--- src/rtl/acr_packet_multirate_pkg.sv ---
// Purpose: shared types and helpers for the HDMI ACR packet source (rate codes, N table, packing).
// Latency: n/a (types, constants and pure functions only).
// Backpressure: n/a.
package hdmi_acr_pkg;

    // Audio sample rate codes as driven on rate_sel.
    typedef enum logic [2:0] {
        RATE_32K   = 3'd0,
        RATE_44K1  = 3'd1,
        RATE_48K   = 3'd2,
        RATE_88K2  = 3'd3,
        RATE_96K   = 3'd4,
        RATE_176K4 = 3'd5,
        RATE_192K  = 3'd6,
        RATE_RSVD  = 3'd7
    } rate_sel_e;

    // CTS meter states.
    typedef enum logic [1:0] {
        ST_DISABLED = 2'd0,
        ST_ALIGN    = 2'd1,
        ST_MEASURE  = 2'd2
    } meter_state_e;

    localparam logic [7:0] ACR_PKT_TYPE = 8'd1;

    // N values from the HDMI "Other" pixel clock column; reserved code yields 0.
    function automatic logic [19:0] acr_n_lookup(input logic [2:0] rate);
        case (rate_sel_e'(rate))
            RATE_32K:   return 20'd4096;
            RATE_44K1:  return 20'd6272;
            RATE_48K:   return 20'd6144;
            RATE_88K2:  return 20'd12544;
            RATE_96K:   return 20'd12288;
            RATE_176K4: return 20'd25088;
            RATE_192K:  return 20'd24576;
            default:    return 20'd0;
        endcase
    endfunction

    // Window length in fs edges = N/128. Every table entry is below 2^15,
    // so bits [14:7] hold the whole quotient.
    function automatic logic [7:0] acr_window_len(input logic [19:0] n);
        return n[14:7];
    endfunction

    // One ACR subpacket: N then CTS, each as three little-endian bytes.
    function automatic logic [55:0] acr_pack_sub(input logic [19:0] n,
                                                 input logic [19:0] cts);
        return {n[7:0], n[15:8], 4'd0, n[19:16],
                cts[7:0], cts[15:8], 4'd0, cts[19:16], 8'd0};
    endfunction

endpackage

--- src/rtl/acr_packet_multirate_cts_meter.sv ---
// Purpose: count clk_pixel cycles over N/128 clk_audio rising edges to produce CTS.
// Latency: clk_audio rise acted on SYNC_STAGES+1 cycles later; cts/wrap update on the window-closing edge, strobe one cycle after.
// Backpressure: none; a measurement is always produced, the consumer must keep up or overwrite.
//
// Ports: clk_pixel/reset_n (sync, active-low); clk_audio sampled as data;
//        audio_enable, rate_sel control; rate_q is the registered rate_sel;
//        cts/cts_valid last measurement; wrap toggles per window; meas_strobe
//        pulses for one cycle after each completed window.
module acr_cts_meter
    import hdmi_acr_pkg::*;
#(
    parameter int CTS_WIDTH   = 20,
    parameter int SYNC_STAGES = 2,
    parameter int CTS_TIMEOUT = 2**20-1
) (
    input  logic                 clk_pixel,
    input  logic                 reset_n,
    input  logic                 clk_audio,
    input  logic                 audio_enable,
    input  logic [2:0]           rate_sel,
    output logic [2:0]           rate_q,
    output logic [CTS_WIDTH-1:0] cts,
    output logic                 cts_valid,
    output logic                 wrap,
    output logic                 meas_strobe
);

    localparam logic [CTS_WIDTH-1:0] TIMEOUT_CNT = CTS_WIDTH'(CTS_TIMEOUT);
    localparam logic [CTS_WIDTH-1:0] CYC_ONE     = 1;

    meter_state_e         state_q, state_d;
    logic [SYNC_STAGES-1:0] sync;
    logic                 sync_last;
    logic [CTS_WIDTH-1:0] cyc_cnt;
    logic [7:0]           edge_cnt;
    logic [7:0]           w_last;
    logic                 audio_rise;
    logic                 rate_chg;
    logic                 cnt_clr, cnt_run, win_done, drop_valid;

    assign audio_rise = sync[SYNC_STAGES-1] & ~sync_last;
    assign rate_chg   = (rate_sel != rate_q);
    assign w_last     = acr_window_len(acr_n_lookup(rate_q)) - 8'd1;

    always_ff @(posedge clk_pixel) begin
        if (!reset_n) state_q <= ST_DISABLED;
        else          state_q <= state_d;
    end

    always_comb begin
        state_d    = state_q;
        cnt_clr    = 1'b0;
        cnt_run    = 1'b0;
        win_done   = 1'b0;
        drop_valid = 1'b0;
        // Disable dominates everything, from any state.
        if (!audio_enable || rate_sel == RATE_RSVD) begin
            state_d    = ST_DISABLED;
            cnt_clr    = 1'b1;
            drop_valid = 1'b1;
        end else begin
            case (state_q)
                ST_DISABLED: begin
                    state_d = ST_ALIGN;
                    cnt_clr = 1'b1;
                end
                ST_ALIGN: begin
                    // Counters sit at zero so the first edge starts a clean window.
                    cnt_clr    = 1'b1;
                    drop_valid = rate_chg;
                    if (!rate_chg && audio_rise) state_d = ST_MEASURE;
                end
                ST_MEASURE: begin
                    if (rate_chg) begin
                        state_d    = ST_ALIGN;
                        drop_valid = 1'b1;
                    end else if (cyc_cnt == TIMEOUT_CNT) begin
                        // Checked before completion so cyc_cnt+1 can never overflow.
                        state_d    = ST_ALIGN;
                        drop_valid = 1'b1;
                    end else if (audio_rise && edge_cnt == w_last) begin
                        win_done = 1'b1;
                        cnt_clr  = 1'b1;
                    end else begin
                        cnt_run = 1'b1;
                    end
                end
                default: state_d = ST_DISABLED;
            endcase
        end
    end

    always_ff @(posedge clk_pixel) begin
        if (!reset_n) begin
            sync        <= '0;
            sync_last   <= 1'b0;
            rate_q      <= RATE_RSVD;
            cyc_cnt     <= '0;
            edge_cnt    <= '0;
            cts         <= '0;
            cts_valid   <= 1'b0;
            wrap        <= 1'b0;
            meas_strobe <= 1'b0;
        end else begin
            sync        <= {sync[SYNC_STAGES-2:0], clk_audio};
            sync_last   <= sync[SYNC_STAGES-1];
            rate_q      <= rate_sel;
            meas_strobe <= win_done;
            if (cnt_clr) begin
                cyc_cnt  <= '0;
                edge_cnt <= '0;
            end else if (cnt_run) begin
                cyc_cnt <= cyc_cnt + CYC_ONE;
                if (audio_rise) edge_cnt <= edge_cnt + 8'd1;
            end
            // The closing edge itself is one more cycle, hence the +1.
            if (win_done) begin
                cts       <= cyc_cnt + CYC_ONE;
                wrap      <= ~wrap;
                cts_valid <= 1'b1;
            end else if (drop_valid) begin
                cts_valid <= 1'b0;
            end
        end
    end

endmodule

--- src/rtl/acr_packet_multirate.sv ---
// Purpose: HDMI Audio Clock Regeneration packet source with run-time selectable sample rate.
// Latency: packet_valid rises two cycles after the window-closing audio edge is acted on.
// Backpressure: valid/ack; an unacked packet is overwritten by the next measurement and overrun latches.
//
// Ports: clk_pixel/reset_n (sync, active-low); clk_audio async fs sampled as data;
//        audio_enable, rate_sel configuration; packet_valid/packet_ack handshake;
//        header/sub packet contents; cts, n_value, cts_valid, overrun,
//        clk_audio_counter_wrap status.
module acr_packet_multirate
    import hdmi_acr_pkg::*;
#(
    parameter int CTS_WIDTH   = 20,
    parameter int SYNC_STAGES = 2,
    parameter int CTS_TIMEOUT = 2**20-1
) (
    input  logic             clk_pixel,
    input  logic             reset_n,
    input  logic             clk_audio,
    input  logic             audio_enable,
    input  logic [2:0]       rate_sel,
    input  logic             packet_ack,
    output logic             packet_valid,
    output logic [23:0]      header,
    output logic [3:0][55:0] sub,
    output logic [19:0]      cts,
    output logic [19:0]      n_value,
    output logic             cts_valid,
    output logic             overrun,
    output logic             clk_audio_counter_wrap
);

    logic [2:0]           rate_q;
    logic [CTS_WIDTH-1:0] meas_cts;
    logic                 meas_strobe;
    logic [19:0]          pkt_n;
    logic [19:0]          pkt_cts;

    acr_cts_meter #(
        .CTS_WIDTH   (CTS_WIDTH),
        .SYNC_STAGES (SYNC_STAGES),
        .CTS_TIMEOUT (CTS_TIMEOUT)
    ) u_meter (
        .clk_pixel    (clk_pixel),
        .reset_n      (reset_n),
        .clk_audio    (clk_audio),
        .audio_enable (audio_enable),
        .rate_sel     (rate_sel),
        .rate_q       (rate_q),
        .cts          (meas_cts),
        .cts_valid    (cts_valid),
        .wrap         (clk_audio_counter_wrap),
        .meas_strobe  (meas_strobe)
    );

    assign n_value = acr_n_lookup(rate_q);
    assign cts     = 20'(meas_cts);
    assign header  = {8'd0, 8'd0, ACR_PKT_TYPE};
    assign sub     = {4{acr_pack_sub(pkt_n, pkt_cts)}};

    // Shadow register: only a strobe changes the contents, so header/sub are
    // stable while a packet is pending. The latest measurement always wins.
    always_ff @(posedge clk_pixel) begin
        if (!reset_n) begin
            packet_valid <= 1'b0;
            overrun      <= 1'b0;
            pkt_n        <= '0;
            pkt_cts      <= '0;
        end else if (meas_strobe) begin
            pkt_n        <= n_value;
            pkt_cts      <= cts;
            packet_valid <= 1'b1;
            if (packet_valid && !packet_ack) overrun <= 1'b1;
        end else if (packet_ack) begin
            packet_valid <= 1'b0;
        end
    end

endmodule

--- config.mk ---
export PLATFORM = sky130hd
export DESIGN_NAME = acr_packet_multirate
export DESIGN_NICKNAME = d
export VERILOG_FILES = /design/src/rtl/acr_packet_multirate_pkg.sv /design/src/rtl/acr_packet_multirate_cts_meter.sv /design/src/rtl/acr_packet_multirate.sv
export SDC_FILE = /design/constraint.sdc
export NUM_CORES = 1
export LEC_CHECK = 0
export ABC_CLOCK_PERIOD_IN_PS = 3420
export CAP_MARGIN = 5
export CORE_MARGIN = 4
export CORE_UTILIZATION = 42
export CTS_BUF_LIST = sky130_fd_sc_hd__clkbuf_16
export DETAILED_ROUTE_END_ITERATION = 6
export PLACE_DENSITY = 0.78
export SYNTH_ARGS = -nofsm -noshare
export SYNTH_HDL_FRONTEND = slang
export SYNTH_SLANG_ARGS = --single-unit
export TNS_END_PERCENT = 5
--- constraint.sdc ---
create_clock -name clk_pixel -period 3.42 [get_ports clk_pixel]
set_clock_uncertainty 0.2 [all_clocks]
set_input_delay 0.684 -clock clk_pixel [delete_from_list [all_inputs] [get_ports clk_pixel]]
set_output_delay 0.684 -clock clk_pixel [all_outputs]
set_load 0.03 [all_outputs]
## After elaboration in Yosys (flattened, before gate mapping)

Cells that the tools add are included.

| cells by class | value |
|---|---|
| mux-type cells | 25 |
| bitwise logic cells | 4 |
| reductions and logical operators | 17 |
| equality and inequality tests | 14 |
| add/sub/neg operators | 3 |

Operators with widths:

| operator | count |
|---|---|
| case mux 15 bit (7 select lines) | 1 |
| adder 20 x 1 -> 20 bit, second input constant | 1 |
| == test 20 bit, second input constant | 1 |
| 2-to-1 mux 1 bit | 18 |
| == test 3 bit, second input constant | 4 |
| adder 8 x 1 -> 8 bit, second input constant | 1 |
| == test 8 bit | 1 |
| subtractor 8 x 1 -> 8 bit, second input constant | 1 |
| == test 3 x 2 -> 1 bit, second input constant | 2 |
| 2-to-1 mux 2 bit | 3 |
| case mux 2 bit (3 select lines) | 1 |
| AND reduction 2 bit | 3 |
| OR reduction 2 bit | 3 |
| case mux 1 bit (2 select lines) | 2 |
| nonzero test 2 bit | 2 |
| == test 3 x 1 -> 1 bit, second input constant | 1 |
| logical AND 1 bit | 3 |
| zero test 1 bit | 3 |
| zero test 3 bit | 1 |
| != test 3 x 1 -> 1 bit, second input constant | 1 |
| != test 3 bit | 1 |
| inverter 1 bit | 3 |
| == test 2 x 1 -> 1 bit, second input constant | 1 |
| == test 2 bit, second input constant | 1 |
| 4 further kinds | 4 |

| storage, ports and cells | value |
|---|---|
| word-level logic and storage cells | 77 |
| register bits after elaboration | 101 |
| output and inout bits | 292 |

## Depth between registers and ports, before layout

Gate-level depths: netlist of run 1.

| logic depth | value |
|---|---|
| depth in word-level cells | 11 |
| gate-level depth with buffers | 11 |
| gate-level depth less buffers | 8 |

## Cells and area by module

A second synthesis of run 1 with hierarchy kept.

| second synthesis, totals | value |
|---|---|
| cell total of the unflattened synthesis | 696 |
| area total of the unflattened synthesis | 6143.4 µm² |

Modules (own cells, without submodules):

| module | area each (µm²) | cells each | instances |
|---|---|---|---|
| acr_cts_meter | 3159.3 | 348 | 1 |
| acr_packet_multirate | 2984.1 | 348 | 1 |

## Worst setup path after synthesis of run 1

OpenSTA, ideal clock, no wires.

| timing path | value |
|---|---|
| kind | reg2reg |
| from | reg u_meter.rate_q[0] |
| to | reg u_meter.edge_cnt[1] |
| period minus slack after synthesis | 3.143 ns |
| cell stages (with the launch flop) | 12 |
| data arrival time | 2.821 ns |
| path slack | 0.277 ns |
| required time | 3.098 ns |
| library setup time | 0.122 ns |
| buffers on the path | 3 |
| cell sequence | dfxtp_1 > buf_4 > or3b_4 > ha_1 > ha_1 > xor2_1 > nand3_1 > or4_1 > buf_2 > o31ai_4 > buf_6 > a21oi_2 |

| between the ends | value |
|---|---|
| word-level cells in the longest chain between the ends | 11 |
| elaborated cells on any way between the ends | 24 |

RTL lines:

| element | line | source |
|---|---|---|
| from (decl) | acr_packet_multirate_cts_meter.sv:21 | `output logic [2:0] rate_q,` |
| from (signal assigned) | acr_packet_multirate_cts_meter.sv:107 | `rate_q <= rate_sel;` |
| == test 3 bit, or another cell as far along | acr_packet_multirate_pkg.sv:29 | `case (rate_sel_e'(rate))` |
| case mux 15 bit (7 select lines) | acr_packet_multirate_pkg.sv:29 |  |
| subtractor 8 x 1 -> 8 bit | acr_packet_multirate_cts_meter.sv:43 | `assign w_last = acr_window_len(acr_n_lookup(rate_q)) - 8'd1;` |
| == test 8 bit | acr_packet_multirate_cts_meter.sv:81 | `end else if (audio_rise && edge_cnt == w_last) begin` |
| logical AND 1 bit | acr_packet_multirate_cts_meter.sv:81 |  |
| 2-to-1 mux 1 bit | acr_packet_multirate_cts_meter.sv:81 |  |
| 2-to-1 mux 1 bit | acr_packet_multirate_cts_meter.sv:77 | `end else if (cyc_cnt == TIMEOUT_CNT) begin` |
| 2-to-1 mux 1 bit | acr_packet_multirate_cts_meter.sv:74 | `if (rate_chg) begin` |
| case mux 1 bit (2 select lines) or 2-to-1 mux 1 bit (tied branches) | acr_packet_multirate_cts_meter.sv:62 | `case (state_q)` |
| 2-to-1 mux 1 bit | acr_packet_multirate_cts_meter.sv:57 | `if (!audio_enable \|\| rate_sel == RATE_RSVD) begin` |
| OR reduction 2 bit (no line) or AND reduction 2 bit (tied branches) | -- |  |
| to (signal assigned) | acr_packet_multirate_cts_meter.sv:114 | `if (audio_rise) edge_cnt <= edge_cnt + 8'd1;` |
| to (decl) | acr_packet_multirate_cts_meter.sv:35 | `logic [7:0] edge_cnt;` |

Parallel ways exist; a longest one is shown, timed or not.
A chain may end at the register's enable or synchronous reset.

## Worst setup path after layout of run 1

| timing path | value |
|---|---|
| from | reg u_meter.rate_q[2] |
| to | reg u_meter.cts[1] |

| between the ends | value |
|---|---|
| word-level cells in the longest chain between the ends | 10 |
| elaborated cells on any way between the ends | 17 |

RTL lines:

| element | line | source |
|---|---|---|
| == test 3 bit, or another cell as far along | acr_packet_multirate_pkg.sv:29 |  |
| case mux 15 bit (7 select lines) | acr_packet_multirate_pkg.sv:29 |  |
| subtractor 8 x 1 -> 8 bit | acr_packet_multirate_cts_meter.sv:43 |  |
| == test 8 bit | acr_packet_multirate_cts_meter.sv:81 |  |
| logical AND 1 bit | acr_packet_multirate_cts_meter.sv:81 |  |
| 2-to-1 mux 1 bit | acr_packet_multirate_cts_meter.sv:81 |  |
| 2-to-1 mux 1 bit | acr_packet_multirate_cts_meter.sv:77 |  |
| 2-to-1 mux 1 bit * | acr_packet_multirate_cts_meter.sv:74 |  |
| 2-to-1 mux 1 bit * | acr_packet_multirate_cts_meter.sv:62 |  |
| 2-to-1 mux 1 bit * | acr_packet_multirate_cts_meter.sv:57 |  |
| to (signal assigned) | acr_packet_multirate_cts_meter.sv:118 | `cts <= cyc_cnt + CYC_ONE;` |
| to (decl) | acr_packet_multirate_cts_meter.sv:22 | `output logic [CTS_WIDTH-1:0] cts,` |

Mark *: on every way between the ends. The rest lies on a longest branch, timed or not.

==> results_dict.tcl, run 1 <==
set metrics [dict create \
    outcome "finished clean" \
    synth_cell_type_count 49 \
    final.setup.worst_slack_ns 0.291 \
    final_common_cell "sky130_fd_sc_hd__conb_1" \
    initial_utilization 0.431 \
    drive_above_1_share 0.0833 \
    placement.cell_area_mm2 0.00676 \
    rows 44 \
    tightest_slew_ns 0.927 \
    max-clock-path-buffers 2 \
    synth_top_family_by_area "buffers and inverters" \
    ant_nets 0 \
    design_power_total_mw 2.36 \
    min_period_ns 3.13 \
    yosys-mux-area-fraction 0.0478 \
    port_buffers 146 \
    unrepaired_setup_endpoints_after_global_routing "no" \
    synth_simple_gate_area_share 0.107 \
    critical_path_class "register to register" \
    timing.setup.tns_ns 0 \
    place_ws_ns 0.155 \
    hold_path.startpoint "u_meter.sync[0]" \
    leakage_nw 2.50 \
    tritoncts "built" \
    synth_compound_area_frac 0.183 \
    die_w_um 130 \
    yosys_register_bits 88 \
    grt_first_pass_wirelength_um 20800 \
    totalWireLength_um 14000 \
    maxClockFrequency_mhz 320 \
    power_density_mw_per_mm2 334 \
    num-nets-final 815 \
    irDropWorstVdd_mv 0.230 \
    timing.rr.end "u_meter.cts[1]" \
    mappedNetlistArea_mm2 0.00628 \
    final.fill_count 1380 \
    tritoncts_num_sinks 88 \
    grt_max_degree 52 \
    timing.reg2reg.worst_path_depth 9 \
    drt_drc_violations_left 0 \
    worst_skew_pair.late_latency_ns 0.34 \
    core_area_mm2 0.0146 \
    slew-limit-headroom 0.382 \
    dp_hpwl_um 10100 \
    layoutNonFillerInstCount 988 \
    post_synthesis_adder_cell_area_fraction 0.0159 \
    timing.final.hold_violations 0 \
    whs_path_depth 1 \
    vias_per_cell 4.89 \
    flop_to_flop_setup_slack_ns 0.29 \
    number_of_detailed_routing_iterations_run_before_antenna_repair 4 \
    critPathLaunchType "register" \
    finalCoreUtilization 0.484 \
    finalMaxSlewViolations 0 \
    synth-seq-area-share 0.280 \
    timing.critical_path.arrival_ns 3.20 \
    cts_root_buf "sky130_fd_sc_hd__clkbuf_16" \
    max-cap-violations 0 \
    postSynthAreaPerCell_um2 8.32 \
    critPathRequiredTime_ns 3.49 \
    diodes 0 \
    stdcell_area_mm2 0.00706 \
    hold_class "register to register" \
    synthXorXnorAreaFrac 0.0321 \
    setup.worst_path.end_class "register" \
    antenna_found_initial 0 \
    num_vias 4832 \
    worst-path-max-fanout 21 \
    die_height_um 130 \
    global_route.overflow_total 0 \
    hold-path-endpoint "u_meter.sync[1]" \
    postSynth.asyncResetShare 0 \
    fin_hold_ws_ns 0.236 \
    die_area_mm2 0.0170 \
    postSynth.topFlopCell "sky130_fd_sc_hd__dfxtp_1" \
    routabilityCongestion 0.816 \
    mostFrequentLayoutCells "sky130_fd_sc_hd__conb_1, sky130_fd_sc_hd__clkdlybuf4s50_1, sky130_fd_sc_hd__dfxtp_1" \
    htree_num_levels 3 \
    ioPinCount 300 \
    post_cts.repair.setup_buffers 0 \
    r2r_start "u_meter.rate_q[2]" \
    yosys_warnings 0 \
    synthesis.instances 755 \
    report.final.setup_viol 0 \
    cts_made_buffers 9 \
    synth_edf_count 0 \
    first_iter_violations 339 \
    wl_per_cell_um 14.2 \
    area_delta_synth_final_pct 12.3 \
    placed_cells 972 \
    grt_pass1_vias 4001 \
    cts_clock_pin_slew_for_the_worst_setup_and_hold_paths_ns 0.07 \
    globalRouteTotalUtil 0.150 \
    fin_crit_sh 0.915 \
]
state kept, by name (all words and copies together), names as in the netlist:
register	cells
u_meter.cts	20
u_meter.cyc_cnt	20
pkt_n	7
u_meter.edge_cnt	8
u_meter.state_q	2
u_meter.wrap	1
u_meter.sync_last	1
u_meter.meas_strobe	1
overrun	1
u_meter.sync	2
pkt_cts	20
packet_valid	1
u_meter.rate_q	3
u_meter.cts_valid	1
cells by family (layout without fill, tap and decap cells):
group | Yosys count | after routing
compound gates | 158 | 158
xor+xnor | 23 | 23
fa+ha+maj | 8 | 8
buf+inv | 311 | 209
flops | 88 | 88
mux | 30 | 30
other cells | 2 | 153
simple gates | 135 | 135
repair_timing:
action | in CTS | in global routing
hold buffers | 0 | 0
gates resized for setup | 0 | 1
endpoints found under the setup margin | 0 | 5
where the power goes:
group          internal [mW]  leakage, nW  switching [mW]  total [mW]
logic                 0.0458         1.65           0.298       0.344
clock network          0.567        0.146           0.416       0.983
registers               1.03        0.711         0.00423        1.03
synthesized netlist by cell type (4+ instances only):
cell | instances | area share
sky130_fd_sc_hd__nand3_1 | 11 | 0.0088
sky130_fd_sc_hd__nor4_1 | 4 | 0.0040
sky130_fd_sc_hd__o21ai_0 | 9 | 0.0072
sky130_fd_sc_hd__xnor2_1 | 17 | 0.024
sky130_fd_sc_hd__clkbuf_1 | 26 | 0.016
sky130_fd_sc_hd__nand2b_1 | 7 | 0.0070
sky130_fd_sc_hd__and2_1 | 6 | 0.0060
sky130_fd_sc_hd__a21oi_2 | 20 | 0.028
sky130_fd_sc_hd__nand4_1 | 5 | 0.0050
sky130_fd_sc_hd__mux2i_1 | 30 | 0.048
sky130_fd_sc_hd__buf_2 | 8 | 0.0064
sky130_fd_sc_hd__buf_4 | 236 | 0.28
sky130_fd_sc_hd__a21oi_1 | 9 | 0.0072
sky130_fd_sc_hd__nand2_1 | 17 | 0.010
sky130_fd_sc_hd__a2111o_1 | 5 | 0.0090
sky130_fd_sc_hd__a31oi_1 | 65 | 0.065
sky130_fd_sc_hd__buf_1 | 6 | 0.0036
sky130_fd_sc_hd__xor2_1 | 6 | 0.0084
sky130_fd_sc_hd__a211oi_1 | 18 | 0.022
sky130_fd_sc_hd__and3_1 | 5 | 0.0050
sky130_fd_sc_hd__dfxtp_1 | 88 | 0.28
sky130_fd_sc_hd__o2111ai_1 | 18 | 0.025
sky130_fd_sc_hd__inv_1 | 32 | 0.019
sky130_fd_sc_hd__nor3_1 | 7 | 0.0056
sky130_fd_sc_hd__or4_1 | 4 | 0.0048
sky130_fd_sc_hd__o211ai_1 | 5 | 0.0060
sky130_fd_sc_hd__nor2_1 | 53 | 0.032
sky130_fd_sc_hd__ha_1 | 8 | 0.016
worst max-delay path by stage:
stage	slack [ns]	endpoint	depth (start not counted)	startpoint
global route	0.12	u_meter.wrap	9	u_meter.rate_q[2]
finish	0.29	u_meter.cts[1]	9	u_meter.rate_q[2]
global placement	0.20	u_meter.cyc_cnt[1]	9	u_meter.rate_q[2]
CTS	0.13	u_meter.cts[1]	9	u_meter.rate_q[2]
floorplan	0.28	u_meter.edge_cnt[1]	11	u_meter.rate_q[0]
detailed placement	0.16	u_meter.cts[5]	8	rate_sel[1]
worst max-delay path: stages (launching register included):
cell,delay [ns]
sky130_fd_sc_hd__dfxtp_1,0.38
sky130_fd_sc_hd__or3b_4,0.44
sky130_fd_sc_hd__ha_1,0.21
sky130_fd_sc_hd__ha_1,0.28
sky130_fd_sc_hd__xor2_1,0.14
sky130_fd_sc_hd__nand3_1,0.14
sky130_fd_sc_hd__or4_4,0.59
sky130_fd_sc_hd__nor3_2,0.27
sky130_fd_sc_hd__buf_12,0.19
sky130_fd_sc_hd__mux2i_1,0.20
area by class of cell:
class	instances	area (um2)	share of cell area
multi-input combinational	507	3020	0.429
sequential	88	1760	0.250
timing repair buffer	161	1620	0.230
tap	184	230	0.0326
clock buffer	9	225	0.0319
inverter	32	120	0.0170
clock inverter	7	70.1	0.00993
routing by layer:
metal  wire length [um]  GRT usage
met1               5450      0.192
met2               6920      0.250
met3               1320     0.0258
met4                308     0.0605
met5                  0          0
Note: power is estimated with default switching activity, not from simulation.
==> inputs of run 2 (changes only) <==
ABC_CLOCK_PERIOD_IN_PS = unset   (was 3420)
CTS_CLUSTER_SIZE = 25   (was unset)
==> results of run 2 <==
The final DEF is identical to that of run 1; final timing and power are the same.
